**src/rtl/lcd_pkg.sv**
```systemverilog
// Shared constants for the LCD power-up sequencer: ROM entry layout, entry kinds, FSM encoding.
package lcd_pkg;

    localparam int unsigned ENTRY_W = 10;

    localparam logic [1:0] KIND_CMD   = 2'd0;
    localparam logic [1:0] KIND_DATA  = 2'd1;
    localparam logic [1:0] KIND_DELAY = 2'd2;
    localparam logic [1:0] KIND_END   = 2'd3;

    localparam logic [2:0] ST_RST_ASSERT = 3'd0;
    localparam logic [2:0] ST_RST_WAIT   = 3'd1;
    localparam logic [2:0] ST_FETCH      = 3'd2;
    localparam logic [2:0] ST_SEND       = 3'd3;
    localparam logic [2:0] ST_DELAY      = 3'd4;
    localparam logic [2:0] ST_STREAM     = 3'd5;

    typedef struct packed {
        logic [1:0] kind;
        logic [7:0] payload;
    } rom_entry_t;

    // Longest interval any counter must hold, in ms (DELAY payload can reach 255).
    function automatic int unsigned cnt_max_ms(input int unsigned low_ms,
                                               input int unsigned wait_ms);
        int unsigned m;
        m = 255;
        if (low_ms > m)  m = low_ms;
        if (wait_ms > m) m = wait_ms;
        return m;
    endfunction

endpackage

```
**src/rtl/lcd_init_rom.sv**
```systemverilog
// Panel init script as a case table; registered output, unused addresses read as END.
module lcd_init_rom
    import lcd_pkg::*;
#(
    parameter int unsigned AW = 5
) (
    input  logic               clk,
    input  logic [AW-1:0]      addr,
    output logic [ENTRY_W-1:0] data
);

    logic [ENTRY_W-1:0] entry;

    always_comb begin
        entry = {KIND_END, 8'h00};
        case (32'(addr))
            0:       entry = {KIND_CMD,   8'h11};  // sleep out
            1:       entry = {KIND_DELAY, 8'd2};
            2:       entry = {KIND_DATA,  8'h3A};
            3:       entry = {KIND_DELAY, 8'd0};
            4:       entry = {KIND_CMD,   8'h36};
            5:       entry = {KIND_DATA,  8'hC8};
            6:       entry = {KIND_CMD,   8'h29};  // display on
            default: entry = {KIND_END,   8'h00};
        endcase
    end

    always_ff @(posedge clk) begin
        data <= entry;
    end

endmodule

```
**src/rtl/lcd_init_seq.sv**
```systemverilog
// LCD power-up sequencer: reset pulse, ROM replay, then pixel stream pass-through.
// Optional stall timeout with full re-init is enabled by defining LCD_SEQ_TIMEOUT_EN.
module lcd_init_seq
    import lcd_pkg::*;
#(
    parameter int unsigned CLK_HZ      = 25_000_000,
    parameter int unsigned ROM_DEPTH   = 32,
    parameter int unsigned RST_LOW_MS  = 10,
    parameter int unsigned RST_WAIT_MS = 120,
    parameter int unsigned TIMEOUT_CYC = 65536
) (
    input  logic       clk,
    input  logic       reset,
    output logic       lcd_rst,
    output logic       out_valid,
    input  logic       out_ready,
    output logic [7:0] out_byte,
    output logic       out_rs,
    input  logic       pix_valid,
    output logic       pix_ready,
    input  logic [7:0] pix_byte,
    input  logic       pix_rs,
    output logic       init_done,
    output logic       busy,
    output logic       err
);

    localparam int unsigned MS_CYC       = CLK_HZ / 1000;
    localparam int unsigned AW           = (ROM_DEPTH > 1) ? $clog2(ROM_DEPTH) : 1;
    localparam int unsigned CNT_MAX      = cnt_max_ms(RST_LOW_MS, RST_WAIT_MS) * MS_CYC;
    localparam int unsigned CW           = $clog2(CNT_MAX + 1);
    localparam int unsigned RST_LOW_CYC  = RST_LOW_MS * MS_CYC;
    localparam int unsigned RST_WAIT_CYC = RST_WAIT_MS * MS_CYC;
    localparam logic [AW:0] ADDR_END     = (AW + 1)'(ROM_DEPTH);

    logic [2:0]         state_q, state_d;
    logic [AW:0]        addr_q, addr_d;
    logic [CW-1:0]      cnt_q, cnt_d;
    logic [CW-1:0]      delay_last;
    logic [AW-1:0]      rom_addr;
    logic [ENTRY_W-1:0] rom_data;
    rom_entry_t         entry;
    logic               timeout_hit;

    // ROM is addressed with the next address so its registered output always matches addr_q.
    assign rom_addr   = reset ? '0 : addr_d[AW-1:0];
    assign entry      = rom_entry_t'(rom_data);
    assign delay_last = CW'(32'(entry.payload) * MS_CYC - 1);

    lcd_init_rom #(
        .AW(AW)
    ) u_rom (
        .clk (clk),
        .addr(rom_addr),
        .data(rom_data)
    );

`ifdef LCD_SEQ_TIMEOUT_EN
    localparam int unsigned TW = $clog2(TIMEOUT_CYC + 1);

    logic [TW-1:0] stall_q, stall_d;
    logic          err_q;

    assign timeout_hit = (state_q == ST_SEND) && !out_ready &&
                         (stall_q == TW'(TIMEOUT_CYC - 1));
    assign stall_d     = ((state_q == ST_SEND) && !out_ready) ? stall_q + 1'b1 : '0;
    assign err         = err_q | timeout_hit;

    always_ff @(posedge clk) begin
        if (reset) begin
            stall_q <= '0;
            err_q   <= 1'b0;
        end else begin
            stall_q <= timeout_hit ? '0 : stall_d;
            if (timeout_hit) err_q <= 1'b1;
        end
    end
`else
    assign timeout_hit = 1'b0;
    assign err         = 1'b0;
`endif

    always_comb begin
        state_d = state_q;
        addr_d  = addr_q;
        cnt_d   = cnt_q + 1'b1;
        case (state_q)
            ST_RST_ASSERT: begin
                if (cnt_q == CW'(RST_LOW_CYC - 1)) begin
                    state_d = ST_RST_WAIT;
                    cnt_d   = '0;
                end
            end
            ST_RST_WAIT: begin
                if (cnt_q == CW'(RST_WAIT_CYC - 1)) begin
                    state_d = ST_FETCH;
                    cnt_d   = '0;
                end
            end
            ST_FETCH: begin
                cnt_d = '0;
                if (addr_q >= ADDR_END) begin
                    state_d = ST_STREAM;
                end else begin
                    case (entry.kind)
                        KIND_CMD, KIND_DATA: state_d = ST_SEND;
                        KIND_DELAY: begin
                            // Zero-length delay skips straight to the next entry.
                            if (entry.payload == 8'd0) addr_d = addr_q + 1'b1;
                            else                       state_d = ST_DELAY;
                        end
                        default: state_d = ST_STREAM;
                    endcase
                end
            end
            ST_SEND: begin
                cnt_d = '0;
                if (out_ready) begin
                    addr_d  = addr_q + 1'b1;
                    state_d = ST_FETCH;
                end else if (timeout_hit) begin
                    addr_d  = '0;
                    state_d = ST_RST_ASSERT;
                end
            end
            ST_DELAY: begin
                if (cnt_q == delay_last) begin
                    addr_d  = addr_q + 1'b1;
                    state_d = ST_FETCH;
                    cnt_d   = '0;
                end
            end
            ST_STREAM: cnt_d = '0;
            default: begin
                state_d = ST_RST_ASSERT;
                addr_d  = '0;
                cnt_d   = '0;
            end
        endcase
    end

    always_ff @(posedge clk) begin
        if (reset) begin
            state_q <= ST_RST_ASSERT;
            addr_q  <= '0;
            cnt_q   <= '0;
        end else begin
            state_q <= state_d;
            addr_q  <= addr_d;
            cnt_q   <= cnt_d;
        end
    end

    always_comb begin
        lcd_rst   = (state_q != ST_RST_ASSERT);
        out_valid = 1'b0;
        out_byte  = 8'h00;
        out_rs    = 1'b0;
        pix_ready = 1'b0;
        init_done = 1'b0;
        busy      = 1'b1;
        case (state_q)
            ST_SEND: begin
                out_valid = 1'b1;
                out_byte  = entry.payload;
                out_rs    = entry.kind[0];
            end
            ST_STREAM: begin
                out_valid = pix_valid;
                out_byte  = pix_byte;
                out_rs    = pix_rs;
                pix_ready = out_ready;
                init_done = 1'b1;
                busy      = 1'b0;
            end
            default: ;
        endcase
    end

endmodule

```
**config.mk**
```make
export PLATFORM = sky130hd
export DESIGN_NAME = lcd_init_seq
export DESIGN_NICKNAME = d
export VERILOG_FILES = /design/src/rtl/lcd_pkg.sv /design/src/rtl/lcd_init_rom.sv /design/src/rtl/lcd_init_seq.sv
export SDC_FILE = /design/constraint.sdc
export NUM_CORES = 1
export LEC_CHECK = 0
export ABC_AREA = 1
export BUFFER_PORTS_ARGS = -buffer_cell sky130_fd_sc_hd__buf_4
export CORE_AREA = 2 2 127 129
export CTS_BUF_LIST = sky130_fd_sc_hd__clkbuf_16
export DETAILED_ROUTE_END_ITERATION = 10
export DIE_AREA = 0 0 129 131
export GPL_ROUTABILITY_DRIVEN = 0
export SLEW_MARGIN = 20
export SYNTH_ARGS = -nofsm -noshare
export SYNTH_HDL_FRONTEND = slang
export SYNTH_HIERARCHICAL = 1
export SYNTH_SLANG_ARGS = --single-unit
```
**constraint.sdc**
```tcl
create_clock -name clk -period 8.65 [get_ports clk]
set_input_delay 0.4325 -clock clk [delete_from_list [all_inputs] [get_ports clk]]
set_output_delay 0.4325 -clock clk [all_outputs]
set_load 0.1 [all_outputs]
```
==> impl_metrics.env, run 1 <==
export IMPL_synth_compound_area_share_pct=5.20
export IMPL_worst_path_largest_cell_delay_ns=0.51
export IMPL_cts_sinks=41
export IMPL_synth_yosys_seq_area_share_pct=15.4
export IMPL_setup_viol=0
export IMPL_synth_main_ff_cell="dfxtp_1"
export IMPL_fmax_mhz=185
export IMPL_multi_input_area_um2=3890
export IMPL_synth_area_leaders="nand2_1 (17%), dfxtp_1 (15%), ha_1 (14%)"
export IMPL_clk_pin_slew_ns=0.07
export IMPL_seq_area_um2=821
export IMPL_numCtsBuffers=5
export IMPL_grt_max_degree=22
export IMPL_synth_largest_area_cell="nand2_1"
export IMPL_cp_max_fo=8
export IMPL_power_density_nw_per_um2=141
export IMPL_cts_tree="yes"
export IMPL_crit_top_cell="nand2_1"
export IMPL_cp_startpoint="u_rom/data[7]$_DFF_P_"
export IMPL_status="finished, final reports clean"
export IMPL_timing_critical_path_buf_inv=3
export IMPL_cts_max_path_buffers=2
export IMPL_cp_depth=28
export IMPL_reg2reg_depth=28
export IMPL_stdcell_count=1105
export IMPL_vias=5231
export IMPL_async_reset_ff_share_pct=0
export IMPL_synthAdderAreaFrac_pct=18.5
export IMPL_drt_total_wl_mm=14.2
export IMPL_ys_seq_elements=41
export IMPL_worstHoldStart="reset"
export IMPL_drive_above_1_share_pct=12.1
export IMPL_r2r_end="u_rom/data[3]$_DFF_P_"
export IMPL_power_leakage_nw=3.01
export IMPL_synth_common_cells="nand2_1 (245), inv_1 (145), nand3_1 (81)"
export IMPL_vias_per_cell=4.73
export IMPL_worst_pin_slew_ns=0.620
export IMPL_hold_slack_ns=0.321
export IMPL_drcViolationCount=0
export IMPL_post_cts_resized=0
export IMPL_antenna_cells=0
export IMPL_port_buffers=26
export IMPL_ios=28
export IMPL_grt_pass1_vias=4992
export IMPL_critPathSlowestCell="dfxtp_1"
export IMPL_wl_per_cell_um=12.8
export IMPL_rsz0062_at_grt="no"
export IMPL_synth_xor_area_share_pct=4.92
export IMPL_fin_crit_sh_pct=62.5
export IMPL_skew_ns=0.0109
export IMPL_die_area_um2=16900
export IMPL_critPathCaptureType="register"
export IMPL_hold_class="in -> reg"
export IMPL_synth_simple_area_share_pct=44.0
export IMPL_yosysMostFrequentCell="nand2_1"
export IMPL_fp_dieW_um=129
export IMPL_root_buffer="clkbuf_16"
export IMPL_synth_edff_count=0
export IMPL_initial_core_util_pct=34.3
export IMPL_synthMuxAreaShare_pct=0
export IMPL_nets=973
export IMPL_peakVddDrop_v=0.000128
export IMPL_clk_latency_ns=0.29
export IMPL_core_um2=15600
export IMPL_grt_first_pass_wirelength_mm=24.3
export IMPL_hold_violations=0
export IMPL_synth_warnings=6
export IMPL_fillCellCount=1694
export IMPL_drv_slew=0
export IMPL_synth_fp_nets=948
export IMPL_area_growth_pct=10.4
export IMPL_drtPass1Iterations=5
export IMPL_ys_types=41
export IMPL_required_ns=8.84
export IMPL_setup_worst_path_end="u_rom/data[3]$_DFF_P_"
export IMPL_synth_avg_cell_area_um2=6.19
export IMPL_arrival_ns=5.59
export IMPL_hold_depth=2
export IMPL_post_cts_buffers=0
export IMPL_cts_htree_levels=2
export IMPL_num_rows=46
export IMPL_min_period_ns=5.40
export IMPL_synth_top_area_share_pct=17.2
export IMPL_grt_use_total_pct=17.9
export IMPL_antenna_found_initial=0
export IMPL_timing_slew_headroom_pct=58.3
export IMPL_finalSetupTns_ns=0
export IMPL_post_place_cells=1097
export IMPL_ant_nets=0
export IMPL_cap_viol_max_count=0
export IMPL_path_class="reg -> reg"
export IMPL_synth_top_family_by_area="simple AND/OR/NAND/NOR gates"
export IMPL_setup_worst_path_start_class="register"
export IMPL_cpLargestDelayFamily="simple AND/OR/NAND/NOR gates"
export IMPL_cts_hold_buffers_added=0
export IMPL_synth_area_um2=5350
export IMPL_die_y_um=131
export IMPL_r2r_start="u_rom/data[7]$_DFF_P_"
export IMPL_dp_hpwl_mm=12.0
export IMPL_grt_overflow=0
export IMPL_drt_iter0_drc=327
export IMPL_ff2ff_setup_slack_ns=3.25
export IMPL_synthCells=863
==> where the power goes <==
group          switching (mW)  internal (mW)  total, mW
Clock                  0.0811          0.106      0.187
Sequential             0.0136          0.200      0.213
Combinational           0.309          0.121      0.430
==> cell usage in the layout, fill, tap and decap left out, drive strengths merged <==
cell     Yosys  routed
clkbuf       5       5
buf          4      27
nand3       90      90
clkinv       3       6
dfxtp       41      41
a21oi       19      19
nand2      267     267
a31oi        1       1
inv        151     151
nand4       22      22
o21ai       16      16
nand3b       2       2
a221oi       1       1
nor4         2       2
nor3        15      15
xnor2        3       3
o211ai       1       1
o22ai        4       4
xor2        27      27
fa          12      12
or2          2       2
o2111ai      1       1
nor2       108     108
a211oi       3       3
conb         1       1
ha          60      60
o31ai        1       1
o32ai        1       1
==> worst min-delay path by stage <==
stage                          end  slack [ns]
2_1_floorplan  cnt_q[0]$_SDFF_PP0_        0.42
3_3_place_gp   cnt_q[0]$_SDFF_PP0_        0.43
3_5_place_dp   cnt_q[0]$_SDFF_PP0_        0.44
4_1_cts        cnt_q[1]$_SDFF_PP0_        0.32
5_1_grt        cnt_q[1]$_SDFF_PP0_        0.33
6_report       cnt_q[1]$_SDFF_PP0_        0.32
==> state kept, by name (all words and copies together) (netlist names) <==
name	cells
addr_q	6
state_q	3
u_rom/data	9
cnt_q	23
==> final cells by class <==
cell class	count	share of cell area, %
clock buffers	5	2.12
repair buffers	27	3.44
clock inverters	3	0.297
inverters	154	9.80
well taps	216	4.58
multi-input cells	659	65.9
flip-flops and latches	41	13.9
==> cell families (layout without fill, tap and decap cells) <==
family                   after synthesis  in the layout
buffers and inverters                163            189
AND/OR/NAND/NOR                      508            508
other                                  1              1
flip-flops                            41             41
adder cells (fa/ha/maj)               72             72
XOR/XNOR                              30             30
AO/OA/AOI/OAI                         48             48
==> routing by layer <==
metal  global-route usage, %  vias up  share of wire, %
met5                       0        -                 0
li1                        -     2776                 -
met2                    31.2      113                46
met4                    4.03        0               1.8
met1                    23.6     2320                48
met3                    2.44       22               3.4
==> worst reg2reg max path: cells and delay by family, from the launching register on <==
| family | cells | cell delay [ns] |
|---|---|---|
| AO/OA/AOI/OAI | 1 | 0.19 |
| buffers and inverters | 3 | 0.44 |
| adder cells (fa/ha/maj) | 5 | 2.01 |
| AND/OR/NAND/NOR | 19 | 2.13 |
| flip-flops | 1 | 0.51 |
==> per-stage QoR <==
step	area, um2	worst slack (ns)	power [mW]	utilization [%]
after CTS	5900	3.26	0.834	37.8
after detailed placement	5760	3.29	0.646	36.9
after global placement	5760	3.30	0.647	36.9
after floorplan	5350	4.10	0.564	-
final	5900	3.25	0.830	37.8
after global routing	5900	2.66	0.894	37.8
(Power assumes the default switching activity.)
==> run 2: changes to the inputs <==
--- a/config.mk
+++ b/config.mk
@@ -5,12 +5,12 @@
 export SDC_FILE = /design/constraint.sdc
 export NUM_CORES = 1
 export LEC_CHECK = 0
-export ABC_AREA = 1
+export ABC_AREA = 0
 export BUFFER_PORTS_ARGS = -buffer_cell sky130_fd_sc_hd__buf_4
-export CORE_AREA = 2 2 127 129
+export CORE_AREA = 2 2 124 126
 export CTS_BUF_LIST = sky130_fd_sc_hd__clkbuf_16
 export DETAILED_ROUTE_END_ITERATION = 10
-export DIE_AREA = 0 0 129 131
+export DIE_AREA = 0 0 126 128
 export GPL_ROUTABILITY_DRIVEN = 0
 export SLEW_MARGIN = 20
 export SYNTH_ARGS = -nofsm -noshare
==> constraint.sdc (replaced) <==
create_clock -name clk -period 4.85 [get_ports clk]
set_input_delay 0.2425 -clock clk [delete_from_list [all_inputs] [get_ports clk]]
set_output_delay 0.2425 -clock clk [all_outputs]
set_load 0.1 [all_outputs]
==> run 2 against run 1 <==
- the flow now finishes with violations (setup timing)
- sequential power grew 68%
- sequential cell count unchanged
- combinational power rose by 120%
- setup slack got worse by 3.8 ns
- synthesized cell count is 28% lower
- via count is 5.0% lower
- sequential share of layout area decreased by 2.2 points
- fmax about the same
- synthesized area is 5.5% lower
- die area decreased by 4.6%
- clock-buffer cell count is the same
==> impl_metrics.env, run 2 <==
export IMPL_status="complete, but fails checks"
export IMPL_worst_path_largest_cell_delay_ns=0.60
export IMPL_cts_sinks=41
export IMPL_arrival_ns=5.61
export IMPL_num_rows=45
export IMPL_dp_hpwl_mm=11.1
export IMPL_regMostFlops="cnt_q"
export IMPL_post_place_ws_ns=-0.683
export IMPL_multi_input_area_um2=4500
export IMPL_grt_use_total_pct=17.9
export IMPL_layout_commonest_cell="buf_4"
export IMPL_numCtsBuffers=5
export IMPL_port_buffers=26
export IMPL_die_y_um=128
export IMPL_synth_edff_count=0
export IMPL_seq_area_um2=837
export IMPL_drv_slew=0
export IMPL_rsz0062_at_grt="yes"
export IMPL_critPathCaptureType="register"
export IMPL_root_buffer="clkbuf_16"
export IMPL_final_setup_worst_slack_ns=-0.556
export IMPL_synth_area_um2=5050
export IMPL_cts_htree_levels=2
export IMPL_hold_class="in -> reg"
export IMPL_clk_pin_slew_ns=0.06
export IMPL_core_um2=14900
export IMPL_setup_viol=38
export IMPL_fmax_mhz=185
export IMPL_worst_pin_slew_ns=1.03
export IMPL_hold_violations=0
export IMPL_power_density_nw_per_um2=233
export IMPL_largest_reg_flops=23
export IMPL_crit_top_cell="ha_4"
export IMPL_skew_ns=0.00858
export IMPL_setup_worst_path_start_class="register"
export IMPL_antenna_cells=0
export IMPL_ant_nets=0
export IMPL_async_reset_ff_share_pct=0
export IMPL_r2r_start="u_rom/data[4]$_DFF_P_"
export IMPL_min_period_ns=5.41
export IMPL_peakVddDrop_v=0.000220
export IMPL_antenna_found_initial=0
export IMPL_fillCellCount=1414
export IMPL_synth_common_cells="ha_1 (60), inv_1 (43), nand2_1 (43)"
export IMPL_drt_total_wl_mm=14.9
export IMPL_synth_largest_area_cell="dfxtp_1"
export IMPL_cap_viol_max_count=0
export IMPL_power_internal_mw=1.04
export IMPL_fp_dieW_um=126
export IMPL_grt_first_pass_wirelength_mm=24.0
export IMPL_cp_max_fo=4
export IMPL_most_common_layout_cells="buf_4 (136), ha_1 (45), nand2_1 (43)"
export IMPL_drtPass1Iterations=4
export IMPL_cts_max_path_buffers=2
export IMPL_clkPwrFrac_pct=22.8
export IMPL_worstHoldStart="reset"
export IMPL_path_class="reg -> reg"
export IMPL_timing_slew_headroom_pct=30.9
export IMPL_synth_yosys_seq_area_share_pct=16.2
export IMPL_vias=4970
export IMPL_vias_per_cell=5.30
export IMPL_drt_iter0_drc=345
export IMPL_crit_chain="ha_4, ha_4, fa_1, inv_1, fa_1, inv_2, ha_4, xor2_2, nand4_1, xor2_1, xnor2_1, or4_1, nor3_1, o21ai_0, nand4b_1, nand4bb_4, o31ai_4, a32o_2, buf_4, nand2b_4, o211ai_1"
export IMPL_violations="setup timing"
export IMPL_seq_power_share_pct=21.4
export IMPL_cts_hold_buffers_added=0
export IMPL_synth_warnings=6
export IMPL_wl_per_cell_um=15.9
export IMPL_synth_main_ff_cell="dfxtp_1"
export IMPL_grt_overflow=0
export IMPL_required_ns=5.05
export IMPL_p_switching_mw=0.620
export IMPL_critPathSlowestCell="or4_1"
export IMPL_p_sw_share_pct=37.3
export IMPL_yosysMostFrequentCell="ha_1"
export IMPL_synth_top_area_share_pct=16.2
export IMPL_drcViolationCount=0
export IMPL_drive_above_1_share_pct=36.9
export IMPL_die_area_um2=16100
export IMPL_power_leakage_nw=2.95
export IMPL_grt_max_degree=29
export IMPL_ios=28
export IMPL_fin_crit_sh_pct=111
export IMPL_ys_types=74
export IMPL_nets=834
export IMPL_initial_core_util_pct=34.0
export IMPL_cts_tree="yes"
export IMPL_finalSetupTns_ns=-9.55
export IMPL_synthCells=623
export IMPL_clk_latency_ns=0.29
export IMPL_synth_fp_nets=708
export IMPL_synth_avg_cell_area_um2=8.11
export IMPL_area_growth_pct=41.2
export IMPL_synth_area_leaders="dfxtp_1 (16%), ha_1 (15%), xor2_1 (5.5%)"
export IMPL_cp_startpoint="u_rom/data[4]$_DFF_P_"
export IMPL_ys_seq_elements=41
export IMPL_largestRegisters="cnt_q x23, u_rom/data x9, addr_q x6"
export IMPL_grt_pass1_vias=4938
export IMPL_p_comb_share_pct=55.8
[run 2: changes by cell type after synthesis, moves of 12 or more]
cell / change
a21oi_1: +12
and3_1: +13
clkbuf_1: +15
inv_1: -102
nand2_1: -202
nand2_2: -19
nand3_1: -60
nor2_1: -39
nor2b_1: +16
xnor2_1: +24
[run 2: path summary, 6_finish.rpt]
path	end	slack [ns]	cells past startpoint
worst max-delay path	u_rom/data[8]$_DFF_P_	-0.56	21
worst min-delay path	state_q[0]$_SDFFE_PP0P_	0.23	2
worst max register to register	u_rom/data[8]$_DFF_P_	-0.56	21
worst min register to register	cnt_q[0]$_SDFF_PP0_	0.48	1
[run 2: final cells by class]
class | instances | area share [%]
multi-input cells | 506 | 63.0
repair buffers | 151 | 17.3
flip-flops and latches | 41 | 11.7
well taps | 188 | 3.30
inverters | 44 | 2.31
clock buffers | 5 | 1.75
clock inverters | 3 | 0.526
[run 2: cells by family (layout without fill, tap and decap cells)]
kind of cell | Yosys count | count (layout) | share of synthesized area, %
compound gates | 139 | 139 | 20.4
xor+xnor | 61 | 61 | 11.0
fa+ha+maj | 72 | 72 | 19.6
buf+inv | 76 | 203 | 6.41
flops | 41 | 41 | 16.2
mux | 5 | 5 | 0.991
other cells | 1 | 1 | 0.0742
simple gates | 228 | 228 | 25.3
[run 2: power by group through the flow]
stage	logic (mW)	registers (mW)	clock network, mW
after floorplan	0.464	0.366	0
after global placement	0.743	0.365	0
after detailed placement	0.756	0.365	0
after CTS	0.867	0.357	0.380
after global routing	1.01	0.359	0.398
final	0.929	0.357	0.379
[run 2: metal layers]
layer,wire (um),global-route usage (%)
met1,6720,23.8
met2,7540,30.7
met3,346,1.67
met4,296,5.75
met5,0,0
[run 2: timing repair]
| item | in CTS | in global routing |
|---|---|---|
| resized for setup | 65 | 50 |
| setup buffers | 27 | 7 |
| gates cloned | 3 | 0 |
| pin swaps | 49 | 17 |
| endpoints found under the setup margin | 39 | 39 |
[run 2: stage by stage]
step	instances	power [mW]	instance area, um2	hold WS (ns)	utilization, %
floorplan	623	0.830	5180	0.428	-
global placement	895	1.11	6130	0.440	41.2
detailed placement	895	1.12	6130	0.449	41.2
CTS	933	1.60	6900	0.237	46.4
global route	938	1.77	7130	0.241	48.0
finish	938	1.66	7130	0.231	48.0
[run 2: worst max-delay path, delay by kind of cell, from the launching register on]
family,cells,cell delay [ns]
adder cells (fa/ha/maj),5,1.78
AND/OR/NAND/NOR,6,1.44
AO/OA/AOI/OAI,4,0.95
XOR/XNOR,3,0.53
flip-flops,1,0.37
buffers and inverters,3,0.25
==> run 3: changes to the inputs <==
--- a/config.mk
+++ b/config.mk
@@ -7,10 +7,10 @@
 export LEC_CHECK = 0
 export ABC_AREA = 0
 export BUFFER_PORTS_ARGS = -buffer_cell sky130_fd_sc_hd__buf_4
-export CORE_AREA = 2 2 124 126
+export CORE_AREA = 2 2 109 111
 export CTS_BUF_LIST = sky130_fd_sc_hd__clkbuf_16
 export DETAILED_ROUTE_END_ITERATION = 10
-export DIE_AREA = 0 0 126 128
+export DIE_AREA = 0 0 111 113
 export GPL_ROUTABILITY_DRIVEN = 0
 export SLEW_MARGIN = 20
 export SYNTH_ARGS = -nofsm -noshare
==> run 3 against run 2 <==
- combinational power is 1% lower
- critical path type unchanged
- global-route usage is 5.2 points higher
- hold slack got worse by 0.0058 ns
- the flow still finishes with violations (setup timing)
- via count is 0.10% higher
==> impl_metrics.env, run 3 (synthesis gave the netlist of run 2 again) <==
export IMPL_status="complete, but fails checks"
export IMPL_violations="setup timing"
export IMPL_reg2reg_depth=24
export IMPL_timing_critical_path_buf_inv=6
export IMPL_drive_above_1_share_pct=37.4
export IMPL_hold_slack_ns=0.225
export IMPL_numCtsBuffers=5
export IMPL_drtPass1Iterations=5
export IMPL_regMostFlops="cnt_q"
export IMPL_clk_latency_ns=0.28
export IMPL_fp_dieW_um=111
export IMPL_ff2ff_setup_slack_ns=-0.52
export IMPL_rsz0062_at_grt="yes"
export IMPL_largestRegisters="cnt_q x23, u_rom/data x9, addr_q x6"
export IMPL_initial_core_util_pct=44.8
export IMPL_antenna_cells=0
export IMPL_fillCellCount=996
export IMPL_arrival_ns=5.55
export IMPL_crit_chain="ha_4, ha_4, fa_1, inv_2, fa_2, inv_2, ha_4, o211ai_1, o21a_1, buf_4, and2_4, o2111ai_4, buf_6, nor2_4, a31oi_4, xor2_2, o21ai_4, buf_6, nand4bb_4, o31ai_4, a32o_2, buf_4, nor2b_2, nor3_2"
export IMPL_area_growth_pct=38.9
export IMPL_cp_max_fo=6
export IMPL_ios=28
export IMPL_nets=825
export IMPL_root_buffer="clkbuf_16"
export IMPL_min_period_ns=5.37
export IMPL_cts_sinks=41
export IMPL_antenna_found_initial=0
export IMPL_multi_input_area_um2=4520
export IMPL_die_area_um2=12500
export IMPL_drt_iter0_drc=352
export IMPL_worstHoldStart="reset"
export IMPL_final_setup_worst_slack_ns=-0.525
export IMPL_fin_crit_sh_pct=111
export IMPL_worst_pin_slew_ns=0.909
export IMPL_cts_tree="yes"
export IMPL_cap_viol_max_count=0
export IMPL_wl_per_cell_um=16.4
export IMPL_post_route_util_pct=62.2
export IMPL_peakVddDrop_v=0.000174
export IMPL_fmax_mhz=186
export IMPL_most_common_layout_cells="buf_4 (126), ha_1 (45), nand2_1 (40)"
export IMPL_vias_per_cell=5.63
export IMPL_hold_violations=0
export IMPL_timing_slew_headroom_pct=39.3
export IMPL_grt_max_degree=29
export IMPL_r2r_start="u_rom/data[4]$_DFF_P_"
export IMPL_grt_use_total_pct=23.1
export IMPL_cts_max_path_buffers=2
export IMPL_cts_hold_buffers_added=0
export IMPL_worst_hold_path_endpoint="state_q[2]$_SDFFE_PP0P_"
export IMPL_setup_worst_path_start_class="register"
export IMPL_critPathCaptureType="register"
export IMPL_power_density_nw_per_um2=235
export IMPL_crit_top_cell="ha_4"
export IMPL_setup_viol=39
export IMPL_power_leakage_nw=2.91
export IMPL_r2r_end="u_rom/data[0]$_DFF_P_"
export IMPL_p_total_mw=1.65
export IMPL_hold_depth=2
export IMPL_required_ns=5.02
export IMPL_seq_area_um2=835
export IMPL_path_class="reg -> reg"
export IMPL_post_place_ws_ns=-0.679
export IMPL_layout_commonest_cell="buf_4"
export IMPL_finalSetupTns_ns=-9.40
export IMPL_die_y_um=113
export IMPL_cts_htree_levels=2
export IMPL_num_rows=39
export IMPL_port_buffers=26
export IMPL_hold_class="in -> reg"
export IMPL_drv_slew=0
export IMPL_ant_nets=0
export IMPL_drcViolationCount=0
export IMPL_clk_pin_slew_ns=0.06
export IMPL_critPathSlowestCell="fa_1"
export IMPL_skew_ns=0.00346
export IMPL_largest_reg_flops=23
export IMPL_grt_overflow=0
export IMPL_worst_path_largest_cell_delay_ns=0.52
export IMPL_dp_hpwl_mm=11.1
export IMPL_cpLargestDelayFamily="adder cells"
export IMPL_grt_first_pass_wirelength_mm=23.9
export IMPL_drt_total_wl_mm=14.5
export IMPL_vias=4975
export IMPL_grt_pass1_vias=4884
export IMPL_core_um2=11300
## run 3: changes by cell type in the layout (fill, tap and decap cells not counted), sizes merged
cell | previous run | this run
buf | 150 | 142
clkbuf | 6 | 5
## run 3: area by class of cell
| type | instances | area share (%) |
|---|---|---|
| multi-input cells | 506 | 64.4 |
| repair buffers | 142 | 16.4 |
| flip-flops and latches | 41 | 11.9 |
| well taps | 143 | 2.55 |
| inverters | 44 | 2.39 |
| clock buffers | 5 | 1.78 |
| clock inverters | 3 | 0.535 |
## run 3: worst max-delay path by stage
stage | to | depth (start not counted) | slack (ns) | startpoint
2_1_floorplan | u_rom/data[4]$_DFF_P_ | 23 | -0.32 | u_rom/data[7]$_DFF_P_
3_3_place_gp | u_rom/data[4]$_DFF_P_ | 23 | -0.62 | u_rom/data[7]$_DFF_P_
3_5_place_dp | u_rom/data[4]$_DFF_P_ | 22 | -0.68 | u_rom/data[7]$_DFF_P_
4_1_cts | u_rom/data[1]$_DFF_P_ | 21 | -0.43 | u_rom/data[4]$_DFF_P_
5_1_grt | u_rom/data[0]$_DFF_P_ | 24 | -0.72 | u_rom/data[4]$_DFF_P_
6_report | u_rom/data[0]$_DFF_P_ | 24 | -0.52 | u_rom/data[4]$_DFF_P_
## run 3: timing repair
action	4_1_cts	5_1_grt
endpoints found under the setup margin	39	39
setup buffers	19	14
pin swaps	42	38
cloned	2	0
gates resized for setup	70	53
## run 3: power breakdown
part / total [mW] / switching [mW] / internal [mW]
logic: 0.920 / 0.469 / 0.452
registers: 0.359 / 0.0131 / 0.346
clock network: 0.372 / 0.133 / 0.239
total: 1.65 / 0.615 / 1.04
## run 3: metal layers
layer  routed length [um]  track usage (%)
met4                  323             7.00
met5                    0                0
met1                 6570             31.0
met2                 7050             39.2
met3                  548             2.52
## run 3: stage by stage
step	std cells	cell area (um2)
after global placement	849	6060
final	884	7020
after detailed placement	849	6060
after CTS	878	6760
after floorplan	623	5180
after global routing	884	7020
